==> src/rtl/sync_mem_pkg.sv <==
// ============================================================================
// Module      : sync_mem_pkg
// Description : Shared constants and helpers for the sync_mem RAM.
//               DEFAULT_WIDTH  - default data/address width in bits
//               sync_mem_depth - number of words for a given address width
// Revision    : 1.0 - initial release
// ============================================================================
`default_nettype none

package sync_mem_pkg;

  localparam int DEFAULT_WIDTH = 4;

  function automatic int sync_mem_depth(input int n);
    return 1 << n;
  endfunction

endpackage

`default_nettype wire

==> src/rtl/sync_mem.sv <==
// ============================================================================
// Module      : sync_mem
// Description : Single-port synchronous RAM, 2^N words of N bits, with a
//               registered read port and a per-word "written since reset"
//               flag. One write or one read per clock.
//
// Ports       : clk     - clock, all updates on the rising edge
//               rst_n   - synchronous active-low reset (clears words,
//                         flags and outputs; overrides we)
//               in      - write data (N bits)
//               address - word address for both write and read (N bits)
//               we      - write enable, active-high
//               out     - registered read data (N bits)
//               vld     - registered flag: word read into out was written
//                         since reset
//
// Config      : SYNC_MEM_WRITE_THROUGH_EN
//               undefined - read-first on a same-cycle write
//               defined   - write-first: out <= in, vld <= 1 on a write
//
// Revision    : 1.0 - initial release
// ============================================================================
`default_nettype none

module sync_mem
  import sync_mem_pkg::*;
#(
  parameter int N = DEFAULT_WIDTH
) (
  input  logic         clk,
  input  logic         rst_n,
  output logic [N-1:0] out,
  output logic         vld,
  input  logic [N-1:0] in,
  input  logic [N-1:0] address,
  input  logic         we
);

  localparam int DEPTH = sync_mem_depth(N);

  logic [N-1:0]     mem [DEPTH];
  logic [DEPTH-1:0] written;

  // Read mux: the value that will be registered into out/vld this edge.
  logic [N-1:0] rd_data;
  logic         rd_vld;

  always_comb begin
    rd_data = mem[address];
    rd_vld  = written[address];
`ifdef SYNC_MEM_WRITE_THROUGH_EN
    // Write-first: a write forwards its own data to the read port.
    if (we) begin
      rd_data = in;
      rd_vld  = 1'b1;
    end
`endif
  end

  // Array, written-bitmap and output registers share one process so the
  // reset clears everything in the same edge and blocks any write.
  always_ff @(posedge clk) begin
    if (!rst_n) begin
      for (int i = 0; i < DEPTH; i++) begin
        mem[i] <= '0;
      end
      written <= '0;
      out     <= '0;
      vld     <= 1'b0;
    end else begin
      if (we) begin
        mem[address]     <= in;
        written[address] <= 1'b1;
      end
      out <= rd_data;
      vld <= rd_vld;
    end
  end

endmodule

`default_nettype wire

==> config.mk <==
export PLATFORM = sky130hd
export DESIGN_NAME = sync_mem
export DESIGN_NICKNAME = d
export VERILOG_FILES = /design/src/rtl/sync_mem_pkg.sv /design/src/rtl/sync_mem.sv
export SDC_FILE = /design/constraint.sdc
export NUM_CORES = 1
export LEC_CHECK = 0
export CAP_MARGIN = 20
export CELL_PAD_IN_SITES_DETAIL_PLACEMENT = 0
export CELL_PAD_IN_SITES_GLOBAL_PLACEMENT = 1
export CORE_MARGIN = 1
export CORE_UTILIZATION = 42
export DETAILED_ROUTE_END_ITERATION = 7
export HOLD_SLACK_MARGIN = 0.02
export PLACE_DENSITY_LB_ADDON = 0.2
export SLEW_MARGIN = 15
export SYNTH_ARGS = -nofsm -noshare
export SYNTH_HDL_FRONTEND = slang
export SYNTH_SLANG_ARGS = --single-unit
export TNS_END_PERCENT = 30
==> constraint.sdc <==
create_clock -name clk -period 1.85 [get_ports clk]
set_clock_uncertainty 0.15 [all_clocks]
set_input_delay 0.37 -clock clk [delete_from_list [all_inputs] [get_ports clk]]
set_output_delay 0.37 -clock clk [all_outputs]
set_load 0.01 [all_outputs]
Word-level counts from Yosys, hierarchy flattened
Memory sizes are Yosys's and may differ from the RTL's. A register that Yosys moved wholly into a read port is not among the register bits.
Cells that the tools add are included.
{"block": "classes", "n_lt_le_gt_ge": 2, "mux": 11, "n_bitwise": 1, "reduce_logical": 3}
{"cell": "16-bit OR", "n": 1}
{"cell": "4-bit two-way mux", "n": 2}
{"cell": "1-bit two-way mux", "n": 7}
{"cell": "4-bit by 5-bit < comparator with 1-bit output, second input constant", "n": 1}
{"cell": "1-bit binary-select mux with 4-bit select", "n": 1}
{"cell": "1-bit demux with 4-bit select", "n": 1}
{"cell": "4-bit by 1-bit >= comparator with 1-bit output, second input constant", "n": 1}
{"cell": "4-bit OR reduction", "n": 1}
{"cell": "1-bit logical AND", "n": 1}
{"cell": "1-bit logical NOT", "n": 1}
{"block": "word_totals", "ff_bits": 17, "mem_bits_rw": 64, "output_inout_bits": 5, "n_memories": 1}
{"memory": "mem", "depth": 16, "width": 4, "rd": 1, "rd_ports_with_merged_regs": 1, "write_ports": 16, "line_no": "sync_mem.sv:41", "rtl": "logic [N-1:0] mem [DEPTH];"}

Depth between registers and ports, before layout
Gate-level depths: netlist of run 1.
{"block": "depth", "word_depth": 5, "depth_mapped": 6, "ltp_nobuf": 3}

Worst setup path before layout of run 1
Ideal clock, no wire load.
{"block": "synth_timing", "path_type": "input -> register", "startpoint": "in address[0]", "endpoint": "mem mem[3][0] in the netlist's numbering (enable)", "arrival_time_ns": 1.237, "setup_slack_ns": 0.102, "cell_stages": 5, "n_path_buf": 3, "path_cell_list": "buf_6 buf_4 nand2_1 buf_2 o21ai_0"}
{"element": "from (decl)", "line_no": "sync_mem.sv:35", "rtl": "input logic [N-1:0] address,"}
{"element": "to (decl)", "line_no": "sync_mem.sv:41"}

==> results of run 1 <==
## where the power goes
| group | leakage (nW) | switching [mW] | internal [mW] |
|---|---|---|---|
| clock network | 0.0939 | 0.666 | 0.622 |
| registers | 0.781 | 0.0359 | 2.14 |
| logic | 1.01 | 0.190 | 0.200 |
| total | 1.88 | 0.892 | 2.97 |
## area by class of cell
class	instances	area (µm²)	share of cell area, %
Clock buffer	10	127.6	2.734
Clock inverter	6	63.81	1.367
Inverter	1	3.754	0.08041
Multi-Input combinational cell	164	1378	29.51
Sequential cell	85	2342	50.17
Tap cell	108	135.1	2.895
Timing Repair Buffer	71	618.1	13.24
## timing repair
item,CTS,global route
gates resized for setup,3,6
cloned,0,1
setup buffers,0,3
endpoints found under the setup margin,8,79
## registers in the layout (all words and copies together), names as in the netlist
| name | cells |
|---|---|
| out | 4 |
| mem | 64 |
| vld | 1 |
| written | 16 |
## cells in the mapped netlist (all sizes together)
cell type,number,share of area (%)
and2,64,10
edfxtp,64,50
dfxtp,21,11
a21o,16,3.1
mux4,16,9.5
nor2,16,1.6
o21ai,12,1.6
buf,11,2.2
mux2,8,2.4
clkbuf,7,0.69
mux2i,6,1.6
nand2b,6,0.98
o22ai,5,0.82
nor3,4,0.79
o221ai,4,0.92
nand2,2,0.20
nand4b,2,0.62
inv,1,0.098
nand4,1,0.16
nand4bb,1,0.72
nor2b,1,0.16
## worst reg2reg max path, cell delays in order (launching register included)
cell and delay (ns):
edfxtp_1 0.40, mux4_2 0.46, nor2_1 0.21, o22ai_1 0.12
## per-stage QoR
stage,area [µm²],hold WS (ns),worst slack [ns],instances
2_1_floorplan,3816,0.2708,0.1020,268
3_3_place_gp,4407,0.2793,-0.3937,425
3_5_place_dp,4407,0.2889,-0.4376,425
4_1_cts,4608,0.3082,0.01242,441
5_1_grt,4668,0.3150,-0.01476,445
6_report,4668,0.3044,0.04169,445
## logic make-up (layout without fill, tap and decap cells)
kind of cell           after synthesis  count (layout)
DFF                                 85              85
muxes                               30              30
and+or+nand+nor                     97              97
buffers and inverters               19              88
AOI/OAI and AO/OA                   37              37
## metal layers
| layer | track usage, % | share of wire, % |
|---|---|---|
| met1 | 27.17 | 47 |
| met2 | 30.82 | 47 |
| met3 | 3.453 | 4.1 |
| met5 | 0 | 0 |
| met4 | 8.145 | 2.1 |
## worst max-delay path by stage
stage / end / slack [ns] / from / depth (start not counted)
2_1_floorplan: mem[3][0] / 0.10 / address[0] / 5
3_3_place_gp: mem[0][3] / -0.39 / rst_n / 5
3_5_place_dp: mem[0][0] / -0.44 / rst_n / 5
4_1_cts: mem[3][1] / 0.01 / rst_n / 6
5_1_grt: mem[10][2] / -0.01 / address[2] / 5
6_report: mem[7][1] / 0.04 / address[3] / 5
==> flow_metrics.tcl, run 1 <==
set metrics [dict create \
    drive_above_1_share_pct 30.56 \
    clk_pin_slew_ns 0.08 \
    fillers 737 \
    cpMostUsedCell "buf_4" \
    p_per_area_nw_per_um2 826.5 \
    rsz0062_at_grt "true" \
    hold_viol_final 0 \
    fmax_ghz 0.5530 \
    required_ns 1.77 \
    r2r_slack_ns 0.40 \
    tns_ns 0 \
    min_from "written[11]" \
    finalWirelength_mm 8.668 \
    tightest_slew_ns 0.3604 \
    antenna_cells 0 \
    die_x_um 97.32 \
    cp_cell_sequence "clkdlybuf4s50_1 -> nand4b_1 -> buf_4 -> o21ai_0 -> buf_4" \
    syn_area_um2 3816 \
    cp_top_family "buffers and inverters" \
    synth_top_family_by_area "simple AND/OR/NAND/NOR gates" \
    critPathKind "in -> reg" \
    post_synth_num_cell_types 27 \
    power_mw 3.858 \
    grt_pass1_vias 2433 \
    min-delay-path-class "reg -> reg" \
    p_leak_nw 1.880 \
    relSlewSlack_pct 75.98 \
    grt_pass1_wl_mm 13.77 \
    clk_path_buf_depth 2 \
    crit_fanout 6 \
    min_to "written[11]" \
    drv_cap 0 \
    status "finished, final reports clean" \
    mostFrequentLayoutCells "64 x and2_1, 64 x edfxtp_1, 53 x buf_4" \
    finalCritPeriodShare_pct 97.75 \
    clock_sinks 85 \
    ys_seq_elements 85 \
    crit_path_end_kind "flop" \
    grt_overflow 0 \
    synthSimpleGateAreaFrac_pct 15.70 \
    hold_path_depth 1 \
    critPathBufInv 3 \
    yosysWarnings 0 \
    synth_compound_area_share_pct 6.459 \
    initial_core_util_pct 43.55 \
    slew_violations 0 \
    clk_latency_ns 0.36 \
    final_antenna_net_count 0 \
    place_hpwl_mm 6.139 \
    r2r-end "out[3]" \
    syn_inst 268 \
    grt_usage_pct 19.66 \
    gp_congestion 0.7516 \
    startpoint_type "input pin" \
    max_stage_delay_ns 0.52 \
    syn_area_per_cell_um2 14.24 \
    hold_buffers 0 \
    arrival_ns 1.73 \
    r2r_start "mem[0][3]" \
    ys_seq_area_share_pct 61.38 \
    drt_iter0_drc 163 \
    vias 2325 \
    synthToLayoutAreaGrowth_pct 22.33 \
    die_h_um 97.32 \
    core_um2 8763 \
    cts_buffers 9 \
    fin_util_pct 53.27 \
    critPathSlowestCell "clkdlybuf4s50_1" \
    setup_viol 0 \
    post-route-min-period_ns 1.808 \
    dieArea_um2 9471 \
    htreeDepth 3 \
    antenna_found_initial 0 \
    first_pass_iters 4 \
    syn_nets 279 \
    muxShareOfSynthArea_pct 13.48 \
    synth-adder-area-share_pct 0 \
    nets 343 \
    ios 16 \
    vdd_drop_max_v 0.0003094 \
    cts_tree "yes" \
    synth-xor-area-share_pct 0 \
    reg2reg_depth 3 \
    grt_max_degree 30 \
    clock-root-buffer "clkbuf_8" \
    via_per_inst 5.225 \
    route.detailed.drc 0 \
    rows 34 \
    numPortBuffers 15 \
    avgRoutedWirePerCell_um 19.48 \
]
Power figures use the tool's default switching activity.
==> run 2, diff against run 1 <==
--- a/config.mk
+++ b/config.mk
@@ -13,2 +13,3 @@
 export DETAILED_ROUTE_END_ITERATION = 7
+export DONT_BUFFER_PORTS = 1
 export HOLD_SLACK_MARGIN = 0.02
--- a/constraint.sdc
+++ b/constraint.sdc
@@ -4,2 +4,2 @@
 set_output_delay 0.37 -clock clk [all_outputs]
-set_load 0.01 [all_outputs]
+set_load 0.005 [all_outputs]
==> run 2 against run 1 <==
  * Critical path depth is 2 lower
  * Via count is 8.0% lower
  * Worst setup slack better by 0.32 ns
  * Final area is 10% lower
  * Flip-flop and latch count stayed put
  * Wire length is 6.5% lower
  * Utilization is 5.5 points lower
  * Power is 0.75% lower
  * Maximum frequency is 22% higher
  * Worst hold slack worse by 0.24 ns
  * Critical endpoint is now out[0]
  * Largest cell class unchanged
==> flow_metrics.tcl, run 2 (synthesized netlist as in run 1, its figures left out) <==
set metrics [dict create \
    min-delay-path-class "in -> reg" \
    rsz0062_at_grt "false" \
    final_antenna_net_count 0 \
    cp_cell_sequence "mux4_2 -> mux2i_1 -> o22ai_1" \
    reg2reg_depth 3 \
    hold_slack_ns 0.06652 \
    nets 289 \
    slew_violations 0 \
    fmax_ghz 0.6737 \
    drive_above_1_share_pct 20.49 \
    drt_iter0_drc 169 \
    via_per_inst 5.473 \
    largestRegisters "mem: 64 flops, written: 16 flops, out: 4 flops" \
    die_x_um 97.32 \
    clk_latency_ns 0.35 \
    grt_usage_pct 18.65 \
    rows 34 \
    dieArea_um2 9471 \
    antenna_cells 0 \
    fin_util_pct 47.79 \
    clock-root-buffer "clkbuf_8" \
    final_cells 391 \
    layout_setup_ws_ns 0.3657 \
    dp_cells 374 \
    die_h_um 97.32 \
    crit_path_end_kind "flop" \
    route.detailed.drc 0 \
    tightest_slew_ns 0.6507 \
    mostFrequentLayoutCells "64 x and2_1, 64 x edfxtp_1, 21 x dfxtp_1" \
    vias 2140 \
    grt_max_degree 27 \
    initial_core_util_pct 43.55 \
    cts_buffers 9 \
    critPathKind "reg -> reg" \
    relSlewSlack_pct 56.48 \
    place_hpwl_mm 5.524 \
    finalWirelength_mm 8.102 \
    max_stage_delay_ns 0.50 \
    post-route-min-period_ns 1.484 \
    hold_path_depth 1 \
    grt_pass1_wl_mm 12.85 \
    stdcell_area_um2 4188 \
    grt_pass1_vias 2138 \
    required_ns 1.92 \
    crit_fanout 1 \
    arrival_ns 1.55 \
    finalCritPeriodShare_pct 80.23 \
    p_per_area_nw_per_um2 914.5 \
    startpoint_type "flop" \
    first_pass_iters 4 \
    vdd_drop_max_v 0.0003935 \
    clock_sinks 85 \
    p_leak_nw 1.614 \
    numPortBuffers 0 \
    gp_congestion 0.7241 \
    cts_setup_buffers 0 \
    setup_viol 0 \
    status "finished, final reports clean" \
    cts_tree "yes" \
    largest-register "mem" \
    tns_ns 0 \
    htreeDepth 3 \
    core_um2 8763 \
    fillers 778 \
    power_mw 3.830 \
    synthToLayoutAreaGrowth_pct 9.738 \
    antenna_found_initial 0 \
    clk_path_buf_depth 2 \
    drv_cap 0 \
    critPathSlowestCell "mux4_2" \
    hold_viol_final 0 \
    clk_pin_slew_ns 0.08 \
    avgRoutedWirePerCell_um 20.72 \
    dp_slack_ns 0.1766 \
    largest_reg_flops 64 \
    ios 16 \
    post_dp_cell_area_um2 3961 \
    grt_overflow 0 \
]
-- run 2: cell count changes in the layout (fill, tap and decap cells not counted), sizes merged --
cell,change
dlymetal6s2s,-2
clkinv,-1
clkdlybuf4s50,-13
clkinvlp,-1
bufinv,+1
buf,-39
dlygate4sd3,+1
-- run 2: worst paths after layout --
check,startpoint,end,slack (ns)
worst max-delay path,mem[14][0],out[0],0.37
worst min-delay path,in[2],mem[13][2],0.07
worst max register to register,mem[14][0],out[0],0.37
worst min register to register,written[14],written[14],0.31
-- run 2: cell type report --
cell class | instances | area [µm²] | area share, %
Clock buffer | 11 | 141.4 | 3.376
Clock inverter | 5 | 75.07 | 1.793
Inverter | 1 | 3.754 | 0.08963
Multi-Input combinational cell | 164 | 1360 | 32.48
Sequential cell | 85 | 2342 | 55.93
Tap cell | 108 | 135.1 | 3.227
Timing Repair Buffer | 17 | 130.1 | 3.107
-- run 2: metal layers --
| metal | wire length (µm) | vias to the layer above | GRT usage [%] |
|---|---|---|---|
| li1 | - | 1007 | - |
| met1 | 3707 | 1077 | 24.94 |
| met2 | 3943 | 48 | 30.23 |
| met3 | 357 | 8 | 4.676 |
| met4 | 93 | 0 | 5.430 |
| met5 | 0 | - | 0 |
-- run 2: critical path, delay by kind of cell (launching register included) --
kind	cells	cell delay, ns
compound gates	1	0.11
flops	1	0.39
mux	2	0.71
-- run 2: timing repair --
action,4_1_cts,5_1_grt
endpoints found under the setup margin,0,0
gates resized for setup,0,0
endpoints found under the hold margin,16,0
hold buffers,1,0
-- run 2: power by group --
| group | internal, mW | switching (mW) | total (mW) |
|---|---|---|---|
| Clock | 0.792 | 0.635 | 1.43 |
| Sequential | 2.14 | 0.0346 | 2.18 |
| Combinational | 0.122 | 0.102 | 0.224 |
| Total | 3.06 | 0.772 | 3.83 |
